==> src/rtl/serial_subtractor_pkg.sv <==
// Shared definitions for the bit-serial subtractor: FSM encoding, default width
// and the bit-counter width derived from the operand width.
package serial_subtractor_pkg;

  typedef enum logic [1:0] {
    IDLE = 2'd0,
    RUN  = 2'd1,
    DONE = 2'd2
  } state_t;

  localparam int DEFAULT_WIDTH = 8;

  // The counter only has to reach WIDTH-1, so $clog2(WIDTH) bits never wrap mid-operation.
  function automatic int cnt_width(input int width);
    return (width > 1) ? $clog2(width) : 1;
  endfunction

  localparam int DEFAULT_CNT_W = cnt_width(DEFAULT_WIDTH);

endpackage

==> src/rtl/serial_subtractor_slice.sv <==
// One-bit full subtractor: d = a ^ b ^ bin, borrow out when a < b + bin.
module serial_sub_slice (
  input  logic a,
  input  logic b,
  input  logic bin,
  output logic d,
  output logic bout
);

  wire axb;
  wire na;
  wire nab;
  wire naxb;
  wire prop;

  xor g_x0 (axb, a, b);
  xor g_x1 (d, axb, bin);
  not g_n0 (na, a);
  and g_a0 (nab, na, b);
  not g_n1 (naxb, axb);
  and g_a1 (prop, naxb, bin);
  or  g_o0 (bout, nab, prop);

endmodule

==> src/rtl/serial_subtractor.sv <==
// Bit-serial subtractor: diff = a - b - bin computed LSB first over WIDTH cycles
// on a single full-subtractor slice, with valid/ready handshakes on both sides.
module serial_subtractor
  import serial_subtractor_pkg::*;
#(
  parameter int WIDTH = DEFAULT_WIDTH
) (
  input  logic             clk,
  input  logic             rst,
  input  logic             in_valid,
  output logic             in_ready,
  input  logic [WIDTH-1:0] a,
  input  logic [WIDTH-1:0] b,
  input  logic             bin,
  output logic             out_valid,
  input  logic             out_ready,
  output logic [WIDTH-1:0] diff,
  output logic             bout
);

  localparam int CNT_W = cnt_width(WIDTH);
  localparam logic [CNT_W-1:0] LAST = CNT_W'(WIDTH - 1);

  // Handshake: a transfer happens on a rising edge where valid and ready are both
  // high; valid never drops before that edge, and payload is held while valid.
  state_t           state;
  logic [WIDTH-1:0] a_sh;
  logic [WIDTH-1:0] b_sh;
  logic             borrow;
  logic [CNT_W-1:0] cnt;
  logic             slice_d;
  logic             slice_bout;

  serial_sub_slice u_slice (
    .a    (a_sh[0]),
    .b    (b_sh[0]),
    .bin  (borrow),
    .d    (slice_d),
    .bout (slice_bout)
  );

  assign in_ready = (state == IDLE);

  always_ff @(posedge clk) begin
    if (rst) begin
      state     <= IDLE;
      a_sh      <= '0;
      b_sh      <= '0;
      borrow    <= 1'b0;
      cnt       <= '0;
      diff      <= '0;
      bout      <= 1'b0;
      out_valid <= 1'b0;
    end else begin
      case (state)
        IDLE: begin
          if (in_valid) begin
            a_sh   <= a;
            b_sh   <= b;
            borrow <= bin;
            cnt    <= '0;
            state  <= RUN;
          end
        end
        RUN: begin
          a_sh   <= a_sh >> 1;
          b_sh   <= b_sh >> 1;
          diff   <= {slice_d, diff[WIDTH-1:1]};
          borrow <= slice_bout;
          cnt    <= cnt + CNT_W'(1);
          if (cnt == LAST) begin
            bout      <= slice_bout;
            out_valid <= 1'b1;
            state     <= DONE;
          end
        end
        DONE: begin
          // Result stays on diff/bout until the consumer takes it.
          if (out_ready) begin
            out_valid <= 1'b0;
            state     <= IDLE;
          end
        end
        default: begin
          out_valid <= 1'b0;
          state     <= IDLE;
        end
      endcase
    end
  end

endmodule

==> config.mk <==
export PLATFORM = sky130hd
export DESIGN_NAME = serial_subtractor
export DESIGN_NICKNAME = d
export VERILOG_FILES = /design/src/rtl/serial_subtractor_pkg.sv /design/src/rtl/serial_subtractor_slice.sv /design/src/rtl/serial_subtractor.sv
export SDC_FILE = /design/constraint.sdc
export NUM_CORES = 1
export LEC_CHECK = 0
export BUFFER_PORTS_ARGS = -buffer_cell sky130_fd_sc_hd__buf_2
export CORE_ASPECT_RATIO = 1.75
export CORE_MARGIN = 3
export CORE_UTILIZATION = 30
export CTS_CLUSTER_SIZE = 12
export DETAILED_ROUTE_END_ITERATION = 7
export MAX_ROUTING_LAYER = met4
export PLACE_DENSITY_LB_ADDON = 0.25
export SYNTH_ARGS = -nofsm -noshare
export SYNTH_HDL_FRONTEND = slang
export SYNTH_SLANG_ARGS = --single-unit
==> constraint.sdc <==
create_clock -name clk -period 1.1 [get_ports clk]
set_input_delay 0.11 -clock clk [delete_from_list [all_inputs] [get_ports clk]]
set_output_delay 0.11 -clock clk [all_outputs]
set_load 0.02 [all_outputs]
---- After elaboration in Yosys (flattened, before gate mapping) ----
Cells that the tools add are included.
word-level totals
  register bits ........................... 32
  latch bits .............................. 0
  bits in writable memories ............... 0
  memory bits (read-only) ................. 0
  input bits .............................. 21
  output and inout bits ................... 11
  word-level logic and storage cells ...... 44
  memories kept ........................... 0
cells by class
  add/subtract/negate cells ............... 1
  multipliers ............................. 0
  div/mod/pow operators ................... 0
  order comparisons ....................... 0
  equality and inequality tests ........... 6
  shift operators ......................... 0
  muxes and demuxes ....................... 15
  bitwise logic cells ..................... 8
  reductions and logical operators ........ 6
operators by type and width
  cell                                                                   number
  8-bit case mux with 2 select lines                                     2
  8-bit 2-to-1 mux                                                       2
  2-bit 2-to-1 mux                                                       3
  2-bit != test, second input constant                                   3
  2-bit case mux with 3 select lines                                     1
  3-bit case mux with 2 select lines                                     1
  3-bit AND reduction                                                    2
  2-bit AND reduction                                                    2
  3-bit by 1-bit adder with 3-bit output, second input constant          1
  3-bit equality test, second input constant                             1
  1-bit 2-to-1 mux                                                       3
  3-bit 2-to-1 mux                                                       1
  1-bit inverter                                                         3
  1-bit case mux with 3 select lines                                     1
  1-bit bitwise AND                                                      2
  2-bit by 1-bit equality test with 1-bit output, second input constant  1
  2-bit equality test, second input constant                             1
  2-bit logical NOT                                                      1
  1-bit case mux with 2 select lines                                     1
  2-bit nonzero test                                                     1
  1-bit bitwise XOR                                                      2
  1-bit bitwise OR                                                       1

---- Depth between registers and ports, before layout ----
Gate-level depths: netlist (run 1).
  depth in word-level cells ............... 5
  depth in mapped cells ................... 5

---- Modules after synthesis ----
A second synthesis (run 1) with hierarchy kept.
unflattened totals
  cell total of the unflattened synthesis .. 166
  area total of the unflattened synthesis .. 1372.6 um^2
by module, submodules not included
  module             instances  cells each  area each (um^2)  seq. area each (um^2)
  serial_subtractor  1          162         1341.3            640.6
  serial_sub_slice   1          4           31.3              0.0

---- Worst setup path before layout (run 1) ----
Ideal clock, no wire load.
  kind .................................... register -> register
  start point ............................. register b_sh[0]
  end point ............................... register borrow
  setup time .............................. 0.103 ns
  arrival time ............................ 1.056 ns
  path slack .............................. -0.060 ns
  cell stages (with the launch flop) ...... 4
  cells stage by stage .................... dfxtp_1 > inv_1 > fa_1 > a2111oi_2
between the ends
  cells in the longest elaborated chain, start to end .. 5
ends and longest elaborated chain
  what                                    RTL line                       text
  start: declaration                      serial_subtractor.sv:28        logic [WIDTH-1:0] b_sh;
  start signal: assignment                serial_subtractor.sv:67        b_sh <= b_sh >> 1;
  1-bit bitwise XOR                       serial_subtractor_slice.sv:16  xor g_x0 (axb, a, b);
  1-bit inverter                          serial_subtractor_slice.sv:20  not g_n1 (naxb, axb);
  1-bit bitwise AND                       serial_subtractor_slice.sv:21  and g_a1 (prop, naxb, bin);
  1-bit bitwise OR (*)                    serial_subtractor_slice.sv:22  or g_o0 (bout, nab, prop);
  1-bit case mux with 2 select lines (*)  serial_subtractor.sv:55        case (state)
  end signal: assignment                  serial_subtractor.sv:60        borrow <= bin;
  end signal: assignment                  serial_subtractor.sv:69        borrow <= slice_bout;
  end: declaration                        serial_subtractor.sv:29        logic borrow;
Every way passes the cells marked *; elsewhere a longest branch is shown, timed or not.
A chain may end at the register's enable or synchronous reset.

---- Worst setup path after layout (run 1) ----
  start point ............................. register state[0]
  end point ............................... output port in_ready
between the ends
  cells in the longest elaborated chain, start to end .. 1
ends and longest elaborated chain
  what                      RTL line                 text
  start: declaration        serial_subtractor.sv:26  state_t state;
  start signal: assignment  serial_subtractor.sv:46  state <= IDLE;
  start signal: assignment  serial_subtractor.sv:62  state <= RUN;
  start signal: assignment  serial_subtractor.sv:74  state <= DONE;
  2-bit logical NOT         serial_subtractor.sv:42  assign in_ready = (state == IDLE);
  end: declaration          serial_subtractor.sv:11  output logic in_ready,
No other way between the ends.

==> results of run 1 <==
[cell usage after synthesis]
cell type	instances
a211oi_2	10
ha_1	2
or2b_1	1
o21bai_4	1
fa_1	1
nand4_1	2
o22ai_1	6
inv_2	1
a211oi_1	4
a311oi_1	1
o21ba_4	1
buf_1	2
a21oi_1	13
mux2i_1	1
nor2_1	29
o32a_1	1
a2111oi_2	1
nand2b_1	1
o21ai_0	2
a221oi_1	1
dfxtp_1	32
buf_4	4
and2b_4	1
nor3b_1	1
nor3_1	1
a22oi_1	2
o2bb2ai_1	8
buf_2	2
clkbuf_1	3
inv_1	4
buf_6	1
nand2_1	16
[critical path: cells and delay by family, from the launching register on]
kind	cells	cell delay (ns)
simple gates	1	0.07
flops	1	0.36
buf+inv	3	0.35
[sequential cells by signal, summed over array words and instances, names as in the netlist]
signal     cells
a_sh           8
b_sh           8
borrow         1
bout           1
cnt            3
diff           8
out_valid      1
state          2
[repair_timing]
action                     in CTS  in global routing
pin swaps                       1                 15
setup endpoints to repair      30                 31
buffers inserted                2                  1
resized for setup              17                 46
[final cells by class]
class	count	area (um^2)
tap	51	63.8
fill	459	2400
inverter	5	23.8
clock inverter	2	10.0
multi-input combinational	107	900
sequential	32	651
clock buffer	6	82.6
timing repair buffer	55	398
[per-stage QoR]
stage	util, %	hold WS [ns]	TNS, ns
after floorplan	-	0.179	-0.00175
after global placement	39.4	0.397	-0.232
after detailed placement	39.4	0.401	-0.582
after CTS	42.9	0.0965	-0.206
after global routing	47.0	0.106	-0.913
final	47.0	0.0937	-0.183
[layer usage]
| layer | up-vias | GRT usage [%] | share of wire, % |
|---|---|---|---|
| met5 | - | - | 0 |
| met3 | 6 | 3.86 | 4.6 |
| met2 | 24 | 22.8 | 54 |
| met1 | 602 | 14.6 | 39 |
| met4 | 0 | 5.54 | 2.0 |
| li1 | 652 | - | - |
[cells by family after synthesis]
group	Yosys count	synth area share, %
simple gates	52	15.2
compound gates	51	30.0
flops	32	44.7
buf+inv	17	6.20
fa+ha+maj	3	3.14
mux	1	0.699
[path summary, 6_finish.rpt]
| path | to | cells after the start | slack, ns | from |
|---|---|---|---|---|
| worst min register to register | diff[0] | 2 | 0.47 | diff[0] |
| worst min-delay path | diff[0] | 2 | 0.09 | rst |
| worst max-delay path | in_ready | 4 | -0.07 | state[0] |
| worst max register to register | diff[7] | 4 | -0.04 | b_sh[0] |
[report_power, final]
group | total (mW) | switching (mW) | internal, mW
Combinational | 0.503 | 0.255 | 0.249
Clock | 0.935 | 0.436 | 0.499
Sequential | 1.27 | 0.0448 | 1.22
==> results.ini, run 1 <==
[routing]
starting_drt_drc_count=30
final_antenna_net_count=0
dr_total_vias=1284
residual_drc_count=0
vias_per_cell=4.98
average_wire_length_per_cell_after_detail_routing_um=13.8
drt_first_pass_iters=4
routed_wl_mm=3.56

[global_routing]
grt_remaining_overflow=0
pin_count_of_the_biggest_net_entering_global_routing=16
grt_antenna_before_repair=0
gr-usage-all-layers_pct=13.6
grt_pass1_vias=1282
grt_first_pass_wirelength_mm=5.82

[layout]
nNetsFinal=230
number_of_standard_cells_in_the_layout_taps_in_and_fillers_out=258
flow.area_growth_from_synthesis_pct=48.6
mostFrequentLayoutCells=buf_2 (30), dfxtp_1 (28), nor2_1 (20)
layout_commonest_cell=buf_2
diode_insertion_count_for_antenna_repair=0
post_route_cell_area_mm2=0.00213
fraction_of_final_layout_cells_with_drive_strength_greater_than_1_pct=58.5

[placement]
port-buffer-count=31
dpl_cell_area_mm2=0.00178
detailedPlace.worstSlack_ns=-0.0619
place.gp.congestion=0.757
placedCellCount=247
hpwlAfterDp_mm=2.60

[logic_synthesis]
synthesis.instances=156
yosys.cell_types.count=32
synth_largest_type_area_fraction_pct=44.7
synth.ff_latch_count=32
synth.yosys.warnings=0
synth_seq_area_share_pct=44.7
synth.cell_area_mm2=0.00143
yosys.area.top_type=dfxtp_1
synth_area_leaders=dfxtp_1 (45%), a211oi_2 (8.7%), nor2_1 (7.6%)
synthesis.area_per_instance_um2=9.18
synth.net_count=180

[sta]
fin_ws_ns=-0.0659
final.min_clock_period_ns=1.17
unrepaired_setup_endpoints_after_global_routing=true
final_hold_violations=0
fmaxAchievable_mhz=858
worst-slew-pin-transition_ns=0.300
setup-violations-final=5
fin_skew_ns=0.00542
fin_crit_sh_pct=106
finalMaxSlewViolations=0
maxSlewHeadroom_pct=80.0

[power_and_ir_drop]
p_per_area_mw_per_mm2=1270
p_leak_nw=0.885
total_power_mw=2.71
vdd.ir_drop.worst_uv=1180

[worst_setup_path]
critical_path_arrival_ns=1.06
critical-path-top-cell-by-count=buf_6
peak_per_stage_delay_on_the_critical_path_ns=0.36
endpoint_kind=output pin
cp-start-kind=register
path_class=register to output pin
crit_path_cell_trace=buf_6, buf_6, nor2_4, buf_6
critPathRequiredTime_ns=0.99
worst-path-max-fanout=5
cpMaxStageDelayCell=dfxtp_4

[floorplanning]
floorplan.core_area_mm2=0.00452
initial_utilization_pct=31.7
design.die.area_mm2=0.00567
die_w_um=58.2
site_row_count=32
io-pin-count=32
die_h_um=97.4

[clock_tree]
clkSinkCount=32
clock_path_buffers=2
clock_latency_ns=0.28
cts_tree=built
ctsHtreeMaxLevel=2
cts-buffers-inserted=5
cts.clk_slew.worst_paths_ns=0.06
cts-root-buf=clkbuf_8
cts.hold.buffers_added=0

[status]
violations=negative setup slack
run_status=complete, but fails checks

[hold_path]
worst_hold_path_type=primary input to register

[job]
max_cap_violations=0

Power figures use the tool's default switching activity.
==> inputs of run 2 (changes only) <==
CORE_UTILIZATION = 45   (was 30)
CTS_BUF_LIST = sky130_fd_sc_hd__clkbuf_8   (was unset)
RECOVER_POWER = 25   (was unset)
==> results.ini, run 2 (same netlist as run 1, synthesis figures left out) <==
[layout]
reg.largest.list=a_sh: 8 flops, b_sh: 8 flops, diff: 8 flops  ; unchanged
number_of_standard_cells_in_the_layout_taps_in_and_fillers_out=245  ; was 258
flow.area_growth_from_synthesis_pct=44.9  ; was 48.6%
layout_commonest_cell=dfxtp_1  ; was buf_2
multiInputGateArea_um2=848  ; was 900 um^2
nNetsFinal=226  ; was 230
area.sequential_um2=649  ; was 651 um^2
fraction_of_final_layout_cells_with_drive_strength_greater_than_1_pct=49.3  ; was 58.5%
diode_insertion_count_for_antenna_repair=0  ; unchanged
mostFrequentLayoutCells=dfxtp_1 (27), nor2_1 (26), buf_2 (26)  ; was buf_2 (30), dfxtp_1 (28), nor2_1 (20)
filler_cell_count=256  ; was 459
final_core_util_pct=69.4  ; was 47.0%

[worst_setup_path]
endpoint_kind=register  ; was output pin
path_class=register to register  ; was register to output pin
peak_per_stage_delay_on_the_critical_path_ns=0.40  ; was 0.36 ns
critical_path_arrival_ns=1.35  ; was 1.06 ns
worst-path-max-fanout=2  ; was 5
critPathRequiredTime_ns=1.29  ; was 0.99 ns
cpMaxStageDelayCell=fa_2  ; was dfxtp_4
cp-start-kind=register  ; unchanged
crit_path_cell_trace=inv_2, fa_2, a2111oi_4  ; was buf_6, buf_6, nor2_4, buf_6

[power_and_ir_drop]
p_leak_nw=0.822  ; was 0.885 nW
p_per_area_mw_per_mm2=1450  ; was 1270 mW/mm^2
vdd.ir_drop.worst_uv=1180  ; about the same
total_power_mw=3.00  ; was 2.71 mW

[global_routing]
grt_remaining_overflow=0  ; unchanged
gr-usage-met3_pct=6.12  ; was 3.86%
grt_antenna_before_repair=0  ; unchanged
met1_usage_pct=19.1  ; was 14.6%
gr-usage-all-layers_pct=19.9  ; was 13.6%
grt_pass1_vias=1347  ; was 1282
grt_first_pass_wirelength_mm=5.91  ; was 5.82 mm
pin_count_of_the_biggest_net_entering_global_routing=33  ; was 16
grt_util_met2_pct=35.0  ; was 22.8%
grt_busiest_layer=met2  ; unchanged

[status]
violations=negative setup slack  ; unchanged
run_status=complete, but fails checks  ; unchanged

[sta]
unrepaired_setup_endpoints_after_global_routing=true  ; unchanged
final_hold_violations=0  ; unchanged
worst-slew-pin-transition_ns=0.341  ; was 0.300 ns
final.min_clock_period_ns=1.16  ; was 1.17 ns
fin_skew_ns=0.00847  ; was 0.00542 ns
fin_worst_hold_slack_ns=0.0945  ; was 0.0937 ns
fin_crit_sh_pct=105  ; was 106%
maxSlewHeadroom_pct=77.1  ; was 80.0%
fmaxAchievable_mhz=866  ; was 858 MHz
setup-violations-final=14  ; was 5
fin_ws_ns=-0.0553  ; was -0.0659 ns
finalMaxSlewViolations=0  ; unchanged

[routing]
routed_wl_mm=3.67  ; was 3.56 mm
average_wire_length_per_cell_after_detail_routing_um=15.0  ; was 13.8 um
dr_total_vias=1352  ; was 1284
residual_drc_count=0  ; unchanged
starting_drt_drc_count=19  ; was 30
final_antenna_net_count=0  ; unchanged
drt_first_pass_iters=4  ; unchanged
vias_per_cell=5.52  ; was 4.98

[placement]
port-buffer-count=31  ; unchanged
placedCellCount=236  ; was 247
detailedPlace.worstSlack_ns=-0.145  ; was -0.0619 ns
place.gp.congestion=0.797  ; was 0.757
hpwlAfterDp_mm=2.55  ; was 2.60 mm

[clock_tree]
clock_path_buffers=2  ; unchanged
clock_latency_ns=0.29  ; was 0.28 ns
cts.hold.buffers_added=0  ; unchanged
cts-buffers-inserted=5  ; unchanged
cts.clk_slew.worst_paths_ns=0.07  ; was 0.06 ns
clkSinkCount=32  ; unchanged
cts_tree=built  ; unchanged
ctsHtreeMaxLevel=2  ; unchanged
cts-root-buf=clkbuf_8  ; unchanged
post-cts-setup-buffers=0  ; was 2

[floorplanning]
floorplan.core_area_mm2=0.00299  ; was 0.00452 mm^2
site_row_count=26  ; was 32
die_w_um=48.7  ; was 58.2 um
design.die.area_mm2=0.00392  ; was 0.00567 mm^2
io-pin-count=32  ; unchanged
initial_utilization_pct=47.9  ; was 31.7%
die_h_um=80.6  ; was 97.4 um

[hold_path]
worst_hold_path_type=primary input to register  ; unchanged

[job]
max_cap_violations=0  ; unchanged

## run 2: repair_timing
action,in CTS,in global routing
cloned,0,1
gates resized for setup,21,21
endpoints found under the setup margin,29,29
pin swaps,6,10
## run 2: stage by stage
step,area (um^2),setup TNS (ns)
final,2080,-0.513
after global routing,2080,-1.67
after CTS,1970,-0.291
after detailed placement,1760,-2.21
after global placement,1760,-0.691
after floorplan,1440,-0.00175
## run 2: layout make-up
cell class | count | share of cell area, %
Clock buffer | 7 | 4.64
Sequential cell | 32 | 31.3
Inverter | 5 | 1.27
Tap cell | 42 | 2.53
Timing Repair Buffer | 51 | 18.0
Multi-Input combinational cell | 107 | 40.9
Clock inverter | 1 | 1.45
## run 2: metal layers
layer | vias up | share of wire [%]
li1 | 649 | -
met1 | 650 | 37
met2 | 40 | 56
met3 | 13 | 4.2
met4 | 0 | 2.6
met5 | - | 0
## run 2: worst max-delay path: cells and delay by family (launching register included)
family,cells,cell delay [ns]
buffers and inverters,1,0.04
flip-flops,1,0.32
AO/OA/AOI/OAI,1,0.29
adder cells (fa/ha/maj),1,0.40
## run 2: worst paths after layout
check / start / to / slack, ns / depth (start not counted)
max: b_sh[0] / borrow / -0.06 / 3
min: a[7] / a_sh[7] / 0.09 / 3
max reg2reg: b_sh[0] / borrow / -0.06 / 3
min reg2reg: diff[6] / diff[5] / 0.47 / 2
## run 2: report_power, final
group          internal [mW]  switching [mW]  total (mW)
sequential              1.23          0.0476        1.27
clock                  0.799           0.433        1.23
combinational          0.249           0.248       0.498
total                   2.27           0.729        3.00
==> inputs of run 3 (changes only) <==
ABC_AREA = 1   (was unset)
clock period = 1 ns   (was 1.1 ns; I/O delays follow)
==> results.ini, run 3 <==
[status]
run_status=complete, but fails checks  ; unchanged
violations=negative setup slack  ; unchanged

[sta]
fin_ws_ns=-0.175  ; was -0.0553 ns
fin_crit_sh_pct=117  ; was 105%
fin_worst_hold_slack_ns=0.0736  ; was 0.0945 ns
setup-violations-final=32  ; was 14
final.min_clock_period_ns=1.17  ; was 1.16 ns
unrepaired_setup_endpoints_after_global_routing=true  ; unchanged
fmaxAchievable_mhz=851  ; was 866 MHz
maxSlewHeadroom_pct=86.6  ; was 77.1%
final_hold_violations=0  ; unchanged
final.setup.tns_ns=-2.65  ; was -0.513 ns
finalMaxSlewViolations=0  ; unchanged
fin_skew_ns=0.0132  ; was 0.00847 ns
worst-slew-pin-transition_ns=0.201  ; was 0.341 ns

[floorplanning]
initial_utilization_pct=47.3  ; was 47.9%
die_w_um=49.9  ; was 48.7 um
io-pin-count=32  ; unchanged
die_h_um=82.9  ; was 80.6 um
floorplan.core_area_mm2=0.00321  ; was 0.00299 mm^2
design.die.area_mm2=0.00414  ; was 0.00392 mm^2
site_row_count=27  ; was 26

[layout]
reg.largest.list=a_sh: 8 flops, b_sh: 8 flops, diff: 8 flops  ; unchanged
post_route_cell_area_mm2=0.00225  ; was 0.00208 mm^2
multiInputGateArea_um2=811  ; was 848 um^2
mostFrequentLayoutCells=nand2_1 (51), inv_1 (34), nor2_1 (33)  ; was dfxtp_1 (27), nor2_1 (26), buf_2 (26)
number_of_standard_cells_in_the_layout_taps_in_and_fillers_out=329  ; was 245
final_core_util_pct=70.1  ; was 69.4%
filler_cell_count=269  ; was 256
layout_commonest_cell=nand2_1  ; was dfxtp_1
nNetsFinal=309  ; was 226
flow.area_growth_from_synthesis_pct=48.1  ; was 44.9%
fraction_of_final_layout_cells_with_drive_strength_greater_than_1_pct=39.9  ; was 49.3%
diode_insertion_count_for_antenna_repair=0  ; unchanged
area.sequential_um2=654  ; was 649 um^2

[logic_synthesis]
synthesis.area_per_instance_um2=6.60  ; was 9.18 um^2
synthesis.instances=230  ; was 156
synth_async_sr_flop_share_pct=0  ; unchanged
postSynth.topFlopCell=dfxtp_1  ; unchanged
synth_edf_count=0  ; unchanged
synth.ff_latch_count=32  ; unchanged
synth_largest_type_area_fraction_pct=42.2  ; was 44.7%
synth_most_common_cell=nand2_1  ; was dfxtp_1
synth.cell_area_mm2=0.00152  ; was 0.00143 mm^2
synth.yosys.warnings=0  ; unchanged
synth_area_leaders=dfxtp_1 (42%), nand2_1 (17%), inv_1 (8.9%)  ; was dfxtp_1 (45%), a211oi_2 (8.7%), nor2_1 (7.6%)
synth.net_count=254  ; was 180
yosys.area.top_type=dfxtp_1  ; unchanged
yosys.cell_types.count=17  ; was 32
synth_top_cells_by_count=nand2_1 (70), inv_1 (36), nor2_1 (35)  ; was dfxtp_1 (32), nor2_1 (29), nand2_1 (16)
synth_seq_area_share_pct=42.2  ; was 44.7%

[worst_setup_path]
worst-path-max-fanout=2  ; unchanged
setup.reg_to_reg.worst_slack_ns=-0.17  ; was -0.06 ns
critPathRequiredTime_ns=1.23  ; was 1.29 ns
cp-start-kind=register  ; unchanged
path_class=register to register  ; unchanged
reg2regPathDepth=7  ; was 3
critical_path_arrival_ns=1.41  ; was 1.35 ns
endpoint_kind=register  ; unchanged

[power_and_ir_drop]
p_sw_share_pct=28.9  ; was 24.3%
p_sw_mw=1.02  ; was 729 uW
total_power_mw=3.51  ; was 3.00 mW
vdd.ir_drop.worst_uv=1270  ; was 1180 uV
p_per_area_mw_per_mm2=1560  ; was 1450 mW/mm^2
comb_power_share_pct=23.2  ; was 16.6%
p_leak_nw=1.12  ; was 0.822 nW
seq_power_share_pct=41.0  ; was 42.4%
intPower_mw=2.50  ; was 2.27 mW
clock_power_share_pct=35.9  ; was 41.0%

[job]
max_cap_violations=0  ; unchanged

[placement]
port-buffer-count=31  ; unchanged
dpl_cell_area_mm2=0.00187  ; was 0.00176 mm^2
place.gp.congestion=0.782  ; was 0.797
detailedPlace.worstSlack_ns=-0.104  ; was -0.145 ns
placedCellCount=310  ; was 236
hpwlAfterDp_mm=2.36  ; was 2.55 mm

[clock_tree]
cts-buffers-inserted=5  ; unchanged
cts-root-buf=clkbuf_8  ; unchanged
cts_tree=built  ; unchanged
clkSinkCount=32  ; unchanged
ctsHtreeMaxLevel=2  ; unchanged
cts.clk_slew.worst_paths_ns=0.07  ; about the same
cts.hold.buffers_added=0  ; unchanged
clock_latency_ns=0.30  ; was 0.29 ns
clock_path_buffers=2  ; unchanged

[global_routing]
grt_antenna_before_repair=0  ; unchanged
gr-usage-all-layers_pct=19.2  ; was 19.9%
grt_pass1_vias=1406  ; was 1347
grt_first_pass_wirelength_mm=5.92  ; was 5.91 mm
pin_count_of_the_biggest_net_entering_global_routing=19  ; was 33
grt_remaining_overflow=0  ; unchanged

[routing]
average_wire_length_per_cell_after_detail_routing_um=12.3  ; was 15.0 um
starting_drt_drc_count=33  ; was 19
routed_wl_mm=4.03  ; was 3.67 mm
final_antenna_net_count=0  ; unchanged
drt_first_pass_iters=4  ; unchanged
residual_drc_count=0  ; unchanged
vias_per_cell=4.76  ; was 5.52
dr_total_vias=1566  ; was 1352

[hold_path]
timing.hold.worst_path_depth=3  ; unchanged
worst_hold_path_type=primary input to register  ; unchanged

run 3: worst paths after layout:
check	startpoint	to
worst min-delay path	b[7]	b_sh[7]
worst min register to register	out_valid	out_valid
worst max-delay path	borrow	borrow
worst max register to register	borrow	borrow
run 3: kinds of logic (layout without fill, tap and decap cells):
kind of cell / Yosys count / in the layout / share of synthesized area [%]
compound gates: 33 / 33 / 11.1
fa+ha+maj: 3 / 3 / 2.97
buf+inv: 49 / 105 / 14.4
flops: 32 / 32 / 42.2
simple gates: 113 / 113 / 29.3
run 3: critical path, cell delays in order (launching register included):
cell     delay, ns
dfxtp_2       0.32
inv_2         0.04
fa_2          0.41
nand3_2       0.08
nand2_1       0.06
inv_1         0.06
nand2_1       0.06
nor2_1        0.07
run 3: repair_timing:
action / 4_1_cts / 5_1_grt
resized for setup: 16 / 34
endpoints found under the setup margin: 32 / 34
setup buffers: 6 / 3
pin swaps: 10 / 19
cloned: 0 / 3
run 3: power by group through the flow:
stage | sequential (mW) | combinational, mW | clock (mW)
2_1_floorplan | 1.48 | 0.406 | 0
3_3_place_gp | 1.46 | 0.610 | 0
3_5_place_dp | 1.46 | 0.618 | 0
4_1_cts | 1.43 | 0.675 | 1.27
5_1_grt | 1.45 | 0.904 | 1.35
6_report | 1.44 | 0.814 | 1.26
run 3: final cells by class:
class                   instances  share of cell area (%)
well taps                      43                    2.39
clock inverters                 3                    1.84
multi-input cells             149                    36.0
clock buffers                   5                    3.06
flip-flops and latches         32                    29.1
repair buffers                 59                    21.0
inverters                      38                    6.56
run 3: routing by layer:
metal	share of wire (%)	vias to the layer above	wire length, um	GRT usage, %
li1	-	798	-	-
met1	37	715	1500	19.9
met2	56	43	2240	32.1
met3	4.5	10	180	4.49
met4	2.8	0	111	11.3
met5	0	-	0	-
